===== config.mk =====
export PLATFORM = sky130hd
export DESIGN_NAME = calculator_flat
export DESIGN_NICKNAME = d
export VERILOG_FILES = /design/src/rtl/calculator_if.sv /design/src/rtl/calculator.sv /design/src/flat_wrapper.sv
export SDC_FILE = /design/constraint.sdc
export NUM_CORES = 1
export LEC_CHECK = 0
export ABC_AREA = 0
export CORE_ASPECT_RATIO = 1.2
export CORE_MARGIN = 5
export CORE_UTILIZATION = 30
export CTS_BUF_LIST = sky130_fd_sc_hd__clkbuf_4
export CTS_CLUSTER_SIZE = 28
export DETAILED_ROUTE_END_ITERATION = 8
export PLACE_DENSITY_LB_ADDON = 0.1
export RECOVER_POWER = 50
export SYNTH_ARGS = -nofsm -noshare
export SYNTH_HDL_FRONTEND = slang
export SYNTH_SLANG_ARGS = --single-unit

===== constraint.sdc =====
create_clock -name clock -period 26.8 [get_ports clock]
set_clock_uncertainty 0.05 [all_clocks]
set_input_delay 4.02 -clock clock [delete_from_list [all_inputs] [get_ports clock]]
set_output_delay 4.02 -clock clock [all_outputs]
set_load 0.02 [all_outputs]

===== src/rtl/calculator_if.sv =====
// calculator_if: operand inputs, seven-segment outputs and status LEDs of the calculator
interface calculator_if;
  logic [1:0] number;
  logic       sign;
  logic [1:0] operation;
  logic [6:0] display_input;
  logic [6:0] display_hundreds;
  logic [6:0] display_tens;
  logic [6:0] display_ones;
  logic       div_by_zero_led;
  logic       result_zero_led;
  logic       input_negative_led;
  logic       result_negative_led;
  modport master (
    output number, sign, operation,
    input  display_input, display_hundreds, display_tens, display_ones,
    input  div_by_zero_led, result_zero_led, input_negative_led, result_negative_led
  );
  modport slave (
    input  number, sign, operation,
    output display_input, display_hundreds, display_tens, display_ones,
    output div_by_zero_led, result_zero_led, input_negative_led, result_negative_led
  );
endinterface


===== src/rtl/calculator.sv =====
// calculator: saturating signed accumulator (+,-,*,/) with decimal seven-segment readout
module calculator (
  input logic         clock,
  input logic         reset_n,
  calculator_if.slave bus
);
  logic signed [10:0] r_acc;
  logic               r_dbz;
  logic signed [12:0] w_mag, w_opnd, w_a, w_res;
  logic signed [10:0] w_sat;
  logic               w_dbz;
  logic [10:0]        w_abs;
  logic [3:0]         w_h, w_t, w_o;
  function automatic logic [6:0] seg(input logic [3:0] d);
    case (d)
      4'd0:    seg = 7'b1000000;
      4'd1:    seg = 7'b1111001;
      4'd2:    seg = 7'b0100100;
      4'd3:    seg = 7'b0110000;
      4'd4:    seg = 7'b0011001;
      4'd5:    seg = 7'b0010010;
      4'd6:    seg = 7'b0000010;
      4'd7:    seg = 7'b1111000;
      4'd8:    seg = 7'b0000000;
      default: seg = 7'b0010000;
    endcase
  endfunction
  assign w_mag  = {11'd0, bus.number};
  assign w_opnd = bus.sign ? w_mag : -w_mag;
  assign w_a    = {{2{r_acc[10]}}, r_acc};
  assign w_dbz  = (bus.operation == 2'b11) && (bus.number == 2'd0);
  // divisor forced to 1 on divide-by-zero so the divider never sees 0
  always_comb begin
    w_res = bus.operation == 2'b00 ? w_a + w_opnd :
            bus.operation == 2'b01 ? w_a - w_opnd :
            bus.operation == 2'b10 ? w_a * w_opnd :
                                     w_a / (w_dbz ? 13'sd1 : w_opnd);
    w_sat = w_res > 13'sd999  ? 11'sd999 :
            w_res < -13'sd999 ? -11'sd999 : w_res[10:0];
  end
  always_ff @(posedge clock or negedge reset_n)
    if (!reset_n) begin
      r_acc <= '0;
      r_dbz <= 1'b0;
    end else begin
      r_acc <= w_dbz ? r_acc : w_sat;
      r_dbz <= w_dbz;
    end
  assign w_abs = r_acc[10] ? 11'(-r_acc) : 11'(r_acc);
  assign w_h   = 4'(w_abs / 11'd100);
  assign w_t   = 4'((w_abs / 11'd10) % 11'd10);
  assign w_o   = 4'(w_abs % 11'd10);
  assign bus.display_input       = seg({2'b00, bus.number});
  assign bus.display_hundreds    = seg(w_h);
  assign bus.display_tens        = seg(w_t);
  assign bus.display_ones        = seg(w_o);
  assign bus.div_by_zero_led     = r_dbz;
  assign bus.result_zero_led     = (r_acc == 11'sd0);
  assign bus.result_negative_led = r_acc[10];
  assign bus.input_negative_led  = ~bus.sign;
endmodule


===== src/flat_wrapper.sv =====
// flat-port wrapper written by rule: the top's interface ports become plain ports
module calculator_flat 
  (clock, reset_n, bus_number, bus_sign, bus_operation, bus_display_input, bus_display_hundreds, bus_display_tens, bus_display_ones, bus_div_by_zero_led, bus_result_zero_led, bus_input_negative_led, bus_result_negative_led);
  calculator_if bus_i ();
  input logic clock;
  input logic reset_n;
  input wire logic [$bits(bus_i.number)-1:0] bus_number;
  input wire logic [$bits(bus_i.sign)-1:0] bus_sign;
  input wire logic [$bits(bus_i.operation)-1:0] bus_operation;
  output wire logic [$bits(bus_i.display_input)-1:0] bus_display_input;
  output wire logic [$bits(bus_i.display_hundreds)-1:0] bus_display_hundreds;
  output wire logic [$bits(bus_i.display_tens)-1:0] bus_display_tens;
  output wire logic [$bits(bus_i.display_ones)-1:0] bus_display_ones;
  output wire logic [$bits(bus_i.div_by_zero_led)-1:0] bus_div_by_zero_led;
  output wire logic [$bits(bus_i.result_zero_led)-1:0] bus_result_zero_led;
  output wire logic [$bits(bus_i.input_negative_led)-1:0] bus_input_negative_led;
  output wire logic [$bits(bus_i.result_negative_led)-1:0] bus_result_negative_led;
  assign bus_i.number = bus_number;
  assign bus_i.sign = bus_sign;
  assign bus_i.operation = bus_operation;
  assign bus_display_input = bus_i.display_input;
  assign bus_display_hundreds = bus_i.display_hundreds;
  assign bus_display_tens = bus_i.display_tens;
  assign bus_display_ones = bus_i.display_ones;
  assign bus_div_by_zero_led = bus_i.div_by_zero_led;
  assign bus_result_zero_led = bus_i.result_zero_led;
  assign bus_input_negative_led = bus_i.input_negative_led;
  assign bus_result_negative_led = bus_i.result_negative_led;
  calculator u_core (.clock(clock), .reset_n(reset_n), .bus(bus_i));
endmodule

# Word level (Yosys, flattened, before mapping)
# Memories as Yosys holds them, arrays and structs flattened.
# Index checks and enable logic that the tools add are counted.
# totals
out_inout_bits,32
reg_bits,12
rom_bits,336
memories,3
# classes
n_bitwise,1
n_reduce_logical,4
n_mul,1
addsub,4
n_eq_ne,6
magnitude_cmp,2
div,5
n_mux,9
# mem_list
memory,depth,width,rd,rd_ports_with_merged_regs,write_ports,line_no,text
(no name shown),16,7,1,0,0,calculator.sv:15,case (d)
(no name shown),16,7,1,0,0,calculator.sv:15,
(no name shown),16,7,1,0,0,calculator.sv:15,
# op_table
operator,n
$mux 13,5
$mux 11,3
$pmux 7 s4,1
$mod 11x4->11 const B,2
$add 11x13->13,1
$div 13x13->13,1
$gt 13x11->1 const B,1
$lt 13x11->1 const B,1
$mul 11x13->13,1
$neg 2->13,1
$sub 11x13->13,1
$div 11x4->11 const B,1
$div 11x7->11 const B,1
$logic_not 11->1,1
$neg 11->11,1
$eq 2x2->1 const B,4
$eq 2x1->1 const B,2
$logic_not 2->1,2
$logic_and 1x1->1,1
$not 1->1,1

# Depth between registers and ports, before layout
# logic_depth
ltp_word,10
depth_mapped,136
depth_no_buf,125

# Worst setup path before layout
# No wires, ideal clock.
# synth_path
kind,input to register
startpoint,in bus_number[0]
endpoint,reg u_core.r_acc[6]
arrival_ns,30.795
path_slack_ns,-4.208
t_required_ns,26.587
setup_time_ns,0.163
path_stages,134
n_path_buf,11
cell_sequence,inv_1 -> ha_1 -> nand3_1 -> clkbuf_1 -> inv_1 -> clkbuf_1 -> nor2_1 -> ha_1 -> a21oi_1 -> ha_1 -> o21ai_0 -> a22o_1 -> nor2_1 -> ha_1 -> o21a_1 -> o21ai_0 -> and2_1 -> clkbuf_1 -> [... 98 more ...] -> ha_1 -> nor2b_1 -> o21a_1 -> o21a_1 -> o21ai_0 -> a21oi_1 -> o31a_1 -> o21a_1 -> o21ai_0 -> o2bb2ai_1 -> ha_1 -> nor4b_1 -> nand3_1 -> mux2i_1 -> o21ai_0 -> o21ai_0 -> o41ai_1 -> o21ai_0
# synth_between
elab_chain_len,10
# synth_rtl
element,line_no,text
from (decl),flat_wrapper.sv:7,input wire logic [$bits(bus_i.number)-1:0] bus_number;
$logic_not 2->1 *,calculator.sv:31,assign w_dbz = (bus.operation == 2'b11) && (bus.number == 2'd0);
$logic_and 1x1->1 *,calculator.sv:31,
named net u_core.w_dbz,calculator.sv:11,logic w_dbz;
$mux 13,calculator.sv:37,w_a / (w_dbz ? 13'sd1 : w_opnd);
$div 13x13->13,calculator.sv:37,
$mux 13,calculator.sv:36,bus.operation == 2'b10 ? w_a * w_opnd :
$mux 13,calculator.sv:35,bus.operation == 2'b01 ? w_a - w_opnd :
$mux 13,calculator.sv:34,w_res = bus.operation == 2'b00 ? w_a + w_opnd :
$lt 13x11->1,calculator.sv:39,w_res < -13'sd999 ? -11'sd999 : w_res[10:0];
$mux 11,calculator.sv:39,
$mux 11,calculator.sv:38,w_sat = w_res > 13'sd999 ? 11'sd999 :
to (signal assigned),calculator.sv:46,r_acc <= w_dbz ? r_acc : w_sat;
to (decl),calculator.sv:7,logic signed [10:0] r_acc;
# Mark *: on every way through the listed nets, which the timed path passes. The rest lies on a longest branch.
# A chain may end at the register's enable or synchronous reset.

# Final worst setup path
# layout_path
startpoint,in bus_number[0]
endpoint,reg u_core.r_acc[0]
# layout_between
elab_chain_len,10
# layout_rtl
element,line_no
$neg 2->13 / $logic_not 2->1 (equally long branches),"calculator.sv:29, calculator.sv:31"
$mux 13 / $logic_and 1x1->1 (equally long branches),"calculator.sv:29, calculator.sv:31"
$mux 13,calculator.sv:37
$div 13x13->13,calculator.sv:37
$mux 13,calculator.sv:36
$mux 13,calculator.sv:35
$mux 13,calculator.sv:34
$lt 13x11->1,calculator.sv:39
$mux 11,calculator.sv:39
$mux 11,calculator.sv:38
# Parallel ways exist; a longest one is shown, timed or not.

==> impl_metrics.csv <==
group,metric,value,unit
clock_tree,clk_latency,0.28,ns
die,start_util,0.304,
layout,nFillCells,3728,
clock_tree,cts_tree,"yes",
synthesis,synthCells,1428,
worst_setup_path,critPathKind,"in -> reg",
place,preCtsSetupSlack,-0.833,ns
clock_tree,cts-root-buf,"clkbuf_4",
synthesis,synth_area_leaders,"ha_1 (21%), fa_1 (8.1%), inv_1 (4.5%), xnor2_1 (4.2%), nor2_1 (4.1%)",
layout,drive_gt1_frac,0.226,
clock_tree,cts.sinks,12,
synthesis,syn-mean-instance-area,7.48,um2
place,dp_hpwl,30400,um
synthesis,yosysTopAreaCell,"ha_1",
timing,post-route-period-util,0.988,
route,dr_total_vias,11199,
timing,report.final.slew_viol_count,0,
synthesis,synthTopCellsByCount,"ha_1 (175), inv_1 (127), nor2_1 (117)",
layout,area_delta_synth_final,28.6,%
synthesis,synth_area,0.0107,mm2
min_path,min_path_type,"reg -> reg",
route,ant_nets,0,
route,finalWirelength,36600,um
global_route,grt_overflow_total,0,
status,status,"finished clean",
worst_setup_path,cpPeakStageDelay,0.37,ns
route,vias_per_cell,5.21,
clock_tree,path_clk_slew,0.09,ns
clock_tree,cts_max_level,1,
global_route,grt_max_degree,35,
run,cap_violations,0,
worst_setup_path,worstPathMaxFanout,8,
synthesis,synth.top_cell.area_share,0.205,
timing,slew-limit-headroom,0.273,
die,die_y,217,um
timing,rsz0062_at_grt,"yes",
die,rows,75,
worst_setup_path,crit_slowest_cell,"o41ai_4",
global_route,grt_usage,0.178,
worst_setup_path,crit_top_cell,"o21a_1",
worst_setup_path,setup.worst_path.end_class,"flop",
timing,setup_tns,0,ns
die,ioPinCount,39,
route,firstDrtPassIters,5,
route,drc,0,
timing,worst_slew_pin_slew,1.09,ns
die,die_width,182,um
timing,hold_viol_final,0,
global_route,grt_pass1_wl,58100,um
layout,diodes,0,
synthesis,synth_ff_type,"dfrtp_1",
place,place_congestion,0.895,
clock_tree,cts_hold_buf,0,
synthesis,synthArstFlopShare,1.00,
synthesis,synth-seq-cells,12,
worst_setup_path,arrival,26.64,ns
die,dieArea,0.0395,mm2
clock_tree,clock_path_buffers,2,
timing,fin_ws,0.318,ns
global_route,grt_antenna_before_repair,0,
synthesis,yosys_warnings,0,
synthesis,synth-edff-count,0,
worst_setup_path,required,26.96,ns
clock_tree,numCtsBuffers,3,
global_route,grt_pass1_vias,11117,
synthesis,yosysUniqueCellTypes,101,
layout,fin_nets,1915,
timing,min_period,26.48,ns
timing,max_freq,37.8,MHz
route,wl_per_cell,17.0,um
worst_setup_path,start_kind,"input pin",
timing,setup_viol,0,
place,port_buffers,37,
route,drt_iter0_markers,580,
die,core_area,0.0351,mm2
synthesis,yosysSeqAreaShare,0.0281,
synthesis,synth_most_common_cell,"ha_1",
==> worst paths after layout <==
| check | from | endpoint | slack (ns) | cells past startpoint |
|---|---|---|---|---|
| setup / recovery | bus_number[0] | u_core.r_acc[0] | 0.32 | 127 |
| hold / removal | u_core.r_acc[6] | u_core.r_acc[6] | 0.74 | 3 |
| setup reg to reg | u_core.r_acc[1] | u_core.r_acc[0] | 3.00 | 121 |
| hold reg to reg | u_core.r_acc[6] | u_core.r_acc[6] | 0.74 | 3 |
| max in group asynchronous | reset_n | u_core.r_acc[2] | 22.10 | 1 |
| min in group asynchronous | reset_n | u_core.bus.div_by_zero_led | 4.16 | 1 |
==> logic make-up (layout without fill, tap and decap cells) <==
family,count (synthesis),after routing,synth area share
adders and majority gates,222,222,0.289
buffers and inverters,188,393,0.0707
muxes,61,61,0.0617
AOI/OAI and AO/OA,433,433,0.286
DFF,12,12,0.0281
xor gates and xnor gates,64,64,0.0557
and+or+nand+nor,446,446,0.208
other,2,58,0.000703
==> registers in the layout, summed over array words and instances (netlist names) <==
| register | count |
|---|---|
| u_core.bus.div_by_zero_led | 1 |
| u_core.r_acc | 11 |
==> worst max-delay path, delay by kind of cell <==
| kind | cells | cell delay (ns) |
|---|---|---|
| and+or+nand+nor | 22 | 3.15 |
| muxes | 7 | 1.76 |
| buffers and inverters | 5 | 0.65 |
| adders and majority gates | 15 | 3.84 |
| xor gates and xnor gates | 1 | 0.23 |
| AOI/OAI and AO/OA | 77 | 12.94 |
==> cell type report <==
type,instances,area [um2],share of cell area
Multi-Input combinational cell,1284,10300,0.748
Timing Repair Buffer,258,2060,0.150
Tap cell,462,578,0.0421
Inverter,131,504,0.0367
Sequential cell,12,300,0.0219
Clock buffer,3,22.5,0.00164
Clock inverter,1,3.75,0.000273
==> per-layer routing <==
layer / track usage / vias to the layer above / part of all wire
met5: 0 / - / 0
met1: 0.225 / 5281 / 0.45
met3: 0.00872 / 40 / 0.023
met2: 0.329 / 159 / 0.50
li1: - / 5719 / -
met4: 0.0445 / 0 / 0.029
==> cell usage in the layout, fill, tap and decap left out, types with 9 or more instances in the layout <==
cell,count
o21ai_0,48
dlygate4sd3_1,9
nor3_1,82
nand3_1,21
mux2i_1,19
o21bai_1,13
nor2_1,111
a21oi_2,9
or2_2,9
nor2b_1,10
o21a_1,57
nand2b_1,14
nand4_1,28
o21ai_2,12
ha_1,168
xor2_1,9
conb_1,58
buf_4,215
a21o_1,27
o211ai_1,13
dfrtp_1,12
or3_1,10
and2_1,18
a31oi_1,24
nand2_1,83
a21oi_1,72
xnor2_1,50
o21ai_1,11
o31ai_1,14
fa_1,43
mux2_2,34
inv_1,124
clkdlybuf4s50_1,23
a211oi_1,13
==> metrics by stage <==
stage / hold slack (ns) / util / cells / cell area [um2]
after global placement: 0.735 / 0.374 / 2103 / 13100
after floorplan: 0.573 / - / 1484 / 11200
after global routing: 0.790 / 0.391 / 2151 / 13700
after detailed placement: 0.733 / 0.374 / 2103 / 13100
after CTS: 0.746 / 0.378 / 2113 / 13300
final: 0.742 / 0.391 / 2151 / 13700
==> what timing repair did <==
action / CTS / global route
pin swaps: 12 / 62
gates resized for setup: 21 / 51
setup buffers: 6 / 39
endpoints found under the setup margin: 11 / 11
Power is not shown: default switching activity piles up to over one toggle a cycle in this logic, so the estimate is an artifact.
